`src/rtl/seq_divider_32.sv`:
```
// Iterative unsigned restoring divider: one quotient bit per clock, WIDTH steps per operation.
// Holds the last quotient/remainder until the next result; busy stalls the pipeline during CALC.
module seq_divider_32 #(
    parameter int unsigned WIDTH  = 32,
    parameter logic [2:0]  DIV_OP = 3'b010
) (
    input  logic             clk,
    input  logic             rst_n,
    input  logic             execute,
    input  logic [2:0]       alu_ctrl,
    input  logic [WIDTH-1:0] dividend,
    input  logic [WIDTH-1:0] divisor,
    output logic [WIDTH-1:0] quotient,
    output logic [WIDTH-1:0] remainder,
    output logic             busy,
    output logic             done,
    output logic             div_by_zero
);

    localparam int unsigned CNT_W = $clog2(WIDTH) + 1;

    typedef enum logic [1:0] {StIdle, StCalc, StDone} state_e;

    state_e             state_q, state_d;
    logic [WIDTH:0]     rem_q;
    logic [WIDTH-1:0]   q_work_q;
    logic [WIDTH-1:0]   divisor_q;
    logic [CNT_W-1:0]   count_q;
    logic [WIDTH-1:0]   quotient_q, remainder_q;
    logic               dbz_q;

    logic               start, accept, last_step;
    logic [WIDTH+1:0]   shifted, trial;
    logic               trial_ok;
    logic [WIDTH:0]     rem_next;
    logic [WIDTH-1:0]   q_next;

    assign start     = execute && (alu_ctrl == DIV_OP);
    assign accept    = start && ((state_q == StIdle) || (state_q == StDone));
    assign last_step = (state_q == StCalc) && (count_q == CNT_W'(WIDTH - 1));

    // One restoring step; the top bit of trial is the borrow that signals a negative result.
    always_comb begin
        shifted  = {rem_q, q_work_q[WIDTH-1]};
        trial    = shifted - {2'b00, divisor_q};
        trial_ok = ~trial[WIDTH+1];
        rem_next = trial_ok ? trial[WIDTH:0] : shifted[WIDTH:0];
        q_next   = {q_work_q[WIDTH-2:0], trial_ok};
    end

    always_ff @(posedge clk or negedge rst_n) begin
        if (!rst_n) begin
            state_q <= StIdle;
        end else begin
            state_q <= state_d;
        end
    end

    always_comb begin
        state_d = state_q;
        unique case (state_q)
            StIdle: begin
                if (start) begin
                    state_d = (divisor == '0) ? StDone : StCalc;
                end
            end
            StCalc: begin
                if (last_step) begin
                    state_d = StDone;
                end
            end
            StDone: begin
                if (start) begin
                    state_d = (divisor == '0) ? StDone : StCalc;
                end else begin
                    state_d = StIdle;
                end
            end
            default: state_d = StIdle;
        endcase
    end

    always_comb begin
        busy = 1'b0;
        done = 1'b0;
        unique case (state_q)
            StCalc:  busy = 1'b1;
            StDone:  done = 1'b1;
            default: ;
        endcase
    end

    always_ff @(posedge clk or negedge rst_n) begin
        if (!rst_n) begin
            rem_q       <= '0;
            q_work_q    <= '0;
            divisor_q   <= '0;
            count_q     <= '0;
            quotient_q  <= '0;
            remainder_q <= '0;
            dbz_q       <= 1'b0;
        end else if (accept) begin
            divisor_q <= divisor;
            q_work_q  <= dividend;
            rem_q     <= '0;
            count_q   <= '0;
            // Zero divisor bypasses CALC and publishes the result at the accept edge.
            if (divisor == '0) begin
                quotient_q  <= '1;
                remainder_q <= dividend;
                dbz_q       <= 1'b1;
            end
        end else if (state_q == StCalc) begin
            rem_q    <= rem_next;
            q_work_q <= q_next;
            count_q  <= count_q + 1'b1;
            if (last_step) begin
                quotient_q  <= q_next;
                remainder_q <= rem_next[WIDTH-1:0];
                dbz_q       <= 1'b0;
            end
        end
    end

    assign quotient    = quotient_q;
    assign remainder   = remainder_q;
    assign div_by_zero = dbz_q;

endmodule

```
`config.mk`:
```
export PLATFORM = sky130hd
export DESIGN_NAME = seq_divider_32
export DESIGN_NICKNAME = d
export VERILOG_FILES = /design/src/rtl/seq_divider_32.sv
export SDC_FILE = /design/constraint.sdc
export NUM_CORES = 1
export LEC_CHECK = 0
export ABC_AREA = 0
export CAP_MARGIN = 20
export CORE_MARGIN = 3
export CORE_UTILIZATION = 25
export CTS_CLUSTER_DIAMETER = 120
export DETAILED_ROUTE_END_ITERATION = 6
export PLACE_DENSITY = 0.54
export SKIP_CTS_REPAIR_TIMING = 1
export SLEW_MARGIN = 0
export SYNTH_ARGS = -nofsm -noshare
export SYNTH_HDL_FRONTEND = slang
export SYNTH_SLANG_ARGS = --single-unit
```
`constraint.sdc`:
```
create_clock -name clk -period 2.8 [get_ports clk]
set_input_delay 0.84 -clock clk [delete_from_list [all_inputs] [get_ports clk]]
set_output_delay 0.84 -clock clk [all_outputs]
set_load 0.005 [all_outputs]
```
# Yosys cells after proc, flatten, opt, wreduce, memory -nomap -nowiden
# Cells that the tools add are included.
[totals] ff_bits=170 input_bits=70 output_inout_bits=67 word_cells=54
[op_classes] addsub=2 eq_ne=7 n_mux=26 bitwise_logic=1 n_reduce_logical=10
[op_table] op="32-bit two-way mux" n=10
[op_table] op="33-bit two-way mux" n=3
[op_table] op="34-bit by 32-bit subtractor with 34-bit output" n=1
[op_table] op="32-bit logical NOT" n=1
[op_table] op="6-bit two-way mux" n=2
[op_table] op="2-bit two-way mux" n=4
[op_table] op="6-bit by 1-bit adder with 6-bit output (second input constant)" n=1
[op_table] op="6-bit by 5-bit equality test with 1-bit output (second input constant)" n=1
[op_table] op="1-bit two-way mux" n=6
[op_table] op="2-bit one-hot mux with 3 select lines" n=1
[op_table] op="2-bit != test (second input constant)" n=2
[op_table] op="2-bit nonzero test" n=2
[op_table] op="3-bit by 2-bit equality test with 1-bit output (second input constant)" n=1
[op_table] op="1-bit logical AND" n=3
[op_table] op="3-bit AND reduction" n=1
[op_table] op="2-bit by 1-bit equality test with 1-bit output (second input constant)" n=1
[op_table] op="2-bit equality test (second input constant)" n=1
[op_table] op="2-bit logical NOT" n=1
[op_table] op="2-bit by 1-bit != test with 1-bit output (second input constant)" n=1
[op_table] op="2-bit AND reduction" n=1
[op_table] op="1-bit logical OR" n=1
[op_table] op="1-bit inverter" n=1

# Longest topological paths before layout
[depth] ltp_word=5 ltp_mapped=14 ltp_nobuf=13

# Least setup slack after synthesis
# No wires, ideal clock.
[synth_path] path_type="reg2reg" from="register q_work_q[31]" to="register rem_q[18]" setup_time_ns=0.137 t_arrival_ns=2.852 required_time_ns=2.663 setup_slack_ns=-0.189 path_stages_with_launch=14 n_path_buf=0 period_less_slack_ns=2.989 cell_sequence="dfrtp_1 inv_1 ha_1 inv_1 fa_1 a211oi_1 o211ai_1 a2111oi_1 nor2_1 and2_1 or4_1 nand4_1 mux2_4 o21ai_1"
[synth_via] elab_chain_len=4
[synth_rtl] item="start: declaration" line_no="26" rtl="logic [WIDTH-1:0] q_work_q;"
[synth_rtl] item="start signal: assignment" line_no="104" rtl="q_work_q <= dividend;"
[synth_rtl] item="start signal: assignment" line_no="115" rtl="q_work_q <= q_next;"
[synth_rtl] item="34-bit by 32-bit subtractor with 34-bit output" line_no="45" rtl="trial = shifted - {2'b00, divisor_q};"
[synth_rtl] item="33-bit two-way mux" line_no="47" rtl="rem_next = trial_ok ? trial[WIDTH:0] : shifted[WIDTH:0];"
[synth_rtl] item="33-bit two-way mux" line_no="113" rtl="end else if (state_q == StCalc) begin"
[synth_rtl] item="33-bit two-way mux" line_no="102" rtl="end else if (accept) begin"
[synth_rtl] item="end signal: assignment" line_no="114" rtl="rem_q <= rem_next;"
[synth_rtl] item="end: declaration" line_no="25" rtl="logic [WIDTH:0] rem_q;"
# No other way between the ends. The select of a mux whose other input is x is not followed.
# A chain may end at the register's enable or synchronous reset.

# Final worst setup path
[layout_path] from="register q_work_q[31]" to="register rem_q[32]"
# Same word-level chain as after synthesis.

==> results.tsv <==
stage	metric	value	unit
place	global placement routability congestion	0.977	
power	Combinational Power Share	68.9	%
power	Net Sw Frac	42.6	%
grt	gr usage total	15.5	%
job	Max-Cap Viols	0	
hold_path	Tightest Hold Check Type	in2async	
clock_tree	H-Tree Depth	4	
logic_synthesis	synth top area cells	dfrtp_1 (47%), nand2_1 (8.2%), o21ai_0 (5.9%)	
drt	Via density	4.80	
grt	initial antenna violation count	0	
setup_path	crit path max-delay cell type	dfrtp_1	
sta	Worst Skew	0.0135	ns
drt	Residual DRC	0	
sta	Fin Setup TNS	-1.88	ns
sta	RSZ-0062 raised after global routing	yes	
setup_path	RR Startpoint	q_work_q[31]	
place	placed instance area	12500	sq um
grt	total congestion overflow	0	
setup_path	CP endpoint kind	flip-flop	
logic_synthesis	register area share after synthesis	46.9	%
logic_synthesis	Post-Syn Area per Cell	8.83	sq um
drt	DRT antenna net count	0	
power	Seq pwr share	20.4	%
die	row count	69	
finish	final core utilization	39.2	%
sta	Slew HR	52.4	%
clock_tree	Clock Latency Late Sink	0.43	ns
place	post-DP HPWL	23.0	mm
setup_path	CP Max Fanout	3	
sta	min cycle time layout	2.93	ns
finish	Area growth syn-to-layout	53.8	%
drt	Routed WL	31.2	mm
sta	Fmax	341	MHz
sta	worst slew pin tran	0.714	ns
clock_tree	CTS tree	done	
grt	global-route wire length before repair	47.8	mm
die	chip width	197	um
sta	Final setup viols	32	
setup_path	Top delay family on crit path	compound AO/OA/AOI/OAI gates	
power	Psw	9.38	mW
logic_synthesis	largest area contributor in the netlist	dfrtp_1	
finish	n_diodes	0	
die	CORE AREA	35700	sq um
power	maximum ir drop on the vdd rail	0.669	mV
setup_path	Required @ worst endpoint	3.17	ns
setup_path	max incr delay on CP	0.39	ns
sta	final worst-path setup slack	-0.129	ns
grt	largest net degree at the start of global routing	63	
die	total die area	38600	sq um
finish	layout cells sized above 1	28.6	%
logic_synthesis	cell area after synthesis	9080	sq um
sta	final count of hold timing violations	0	
die	die height	197	um
finish	non-filler cells, final	1809	
setup_path	Worst EP arrival	3.30	ns
place	placed instance count	1772	
finish	Layout Nets	1439	
power	Clock power frac	10.7	%
drt	drt first-iter violations	510	
die	I/O Pins	137	
power	PwrDens	1580	nW/um^2
logic_synthesis	flip-flop and latch count after synthesis	170	
grt	vias in the first global route	8528	
drt	drt pass-1 iters	5	
power	P_leak	6.20	nW
sta	Final Max Slew Viols	0	
clock_tree	total CTS buffers	17	
clock_tree	clock sinks	170	
place	worst slack, placed	-0.555	ns
power	internal power	12.6	mW
die	Initial Util	25.5	%
setup_path	WP buf/inv	4	
logic_synthesis	cells after synthesis	1028	
setup_path	CP Launch Point	q_work_q[31]	
power	overall power	22.0	mW
drt	drt wl/cell	17.2	um
drt	vias	8677	
clock_tree	Clock transition at path regs	0.08	ns
clock_tree	root buf cell	clkbuf_16	
logic_synthesis	Cell variety after synth	70	
setup_path	Startpoint Class	flip-flop	
sta	Final Cycle Share	105	%
outcome	status	complete, but fails checks	
logic_synthesis	Ys Warns	0	
logic_synthesis	EDFF count, synth	0	
logic_synthesis	Synth Flop Type	dfrtp_1	
setup_path	critical path cell sequence	inv_2 > ha_4 > inv_2 > fa_2 > a211oi_2 > o211ai_1 > buf_4 > a21o_1 > a2111oi_2 > nor2_1 > buf_4 > nand4_1 > a31oi_2 > mux2_2 > nand3_1	
logic_synthesis	Synth top area share	46.9	%
outcome	failing checks	negative setup slack	
logic_synthesis	Mapped Nets	1132	
finish	Final Cell Area	14000	sq um
setup_path	type of the worst setup path	reg2reg	
logic_synthesis	Async SR Flop Fraction	100	%
clock_tree	Clock Path Buffers	2	
place	port bufs	136	
sta	Hold WS	0.354	ns
-- synthesized netlist by cell type, drive strengths merged (5+ instances only) --
| cell | count |
|---|---|
| o211ai | 6 |
| nor4 | 10 |
| dfrtp | 170 |
| a22oi | 29 |
| inv | 43 |
| clkbuf | 55 |
| nor2b | 5 |
| xor2 | 14 |
| nand2 | 200 |
| xnor2 | 16 |
| nand4 | 14 |
| a21o | 15 |
| ha | 33 |
| a21oi | 92 |
| a31oi | 5 |
| o21ai | 123 |
| and3 | 7 |
| nor2 | 57 |
| o22ai | 26 |
| or3 | 6 |
| buf | 5 |
| mux2i | 30 |
| nand3 | 13 |
-- power groups by stage --
stage                     sequential, mW  clock, mW  combinational (mW)
after floorplan                     4.19          0                6.60
after global placement              4.41          0                12.0
after detailed placement            4.41          0                12.2
after CTS                           4.38       2.42                12.3
after global routing                4.61       2.52                16.5
final                               4.49       2.36                15.2
-- sequential cells by signal, indices dropped and copies added (netlist names) --
| register | count |
|---|---|
| state_q | 2 |
| div_by_zero | 1 |
| quotient | 32 |
| divisor_q | 32 |
| rem_q | 33 |
| q_work_q | 32 |
| count_q | 6 |
| remainder | 32 |
-- worst register-to-register path: cells and delay by family, from the launching register on --
kind                     cells  cell delay, ns
AO/OA/AOI/OAI                5            0.99
buffers and inverters        4            0.47
AND/OR/NAND/NOR              3            0.28
adder cells (fa/ha/maj)      2            0.48
multiplexers                 1            0.28
flip-flops                   1            0.39
-- cell usage in the layout (no fill, tap or decap), drive strengths merged, types with 3 or more instances in the layout --
cell type and count:
nand2 200, o21ai 123, a22oi 29, buf 211, clkbuf 19, or3 6
xnor2 16, a21oi 92, a31oi 5, clkinv 7, inv 50, nor2b 5
o211ai 6, nand3 13, and2 4, nand4 14, ha 33, clkdlybuf4s50 134
dfrtp 170, o22ai 26, mux2i 30, mux2 3, o21bai 3, a21o 15
a2111oi 3, xor2 14, o21a 3, and3 7, nor2 57, nor4 10
-- final timing paths --
| kind | slack (ns) | end | depth (start not counted) |
|---|---|---|---|
| worst min-delay path | 0.35 | quotient[30] | 1 |
| max in group asynchronous | 1.77 | divisor_q[2] | 2 |
| worst max-delay path | -0.13 | rem_q[32] | 15 |
| min in group clk | 0.46 | quotient[14] | 2 |
| worst min register to register | 0.46 | quotient[14] | 2 |
| worst max register to register | -0.13 | rem_q[32] | 15 |
-- cells by family (layout without fill, tap and decap cells) --
family | Yosys count | count (layout) | share of synthesized area [%]
mux | 33 | 33 | 3.86
simple gates | 328 | 328 | 15.6
buf+inv | 104 | 424 | 4.64
compound gates | 329 | 329 | 21.3
flops | 170 | 170 | 46.9
fa+ha+maj | 34 | 34 | 4.77
xor+xnor | 30 | 30 | 2.89
-- per-layer routing --
layer,share of wire (%),track usage (%)
met1,50,23.3
met2,44,23.2
met3,4.8,2.58
met4,1.2,3.62
met5,0,0
-- cell type report --
class | instances | area [sq um]
Fill cell | 3604 | 21700
Multi-Input combinational cell | 754 | 5240
Sequential cell | 170 | 4260
Timing Repair Buffer | 348 | 3150
Tap cell | 461 | 577
Clock buffer | 17 | 425
Inverter | 44 | 168
Clock inverter | 15 | 153
No activity file was read; power rests on OpenSTA's default activity.
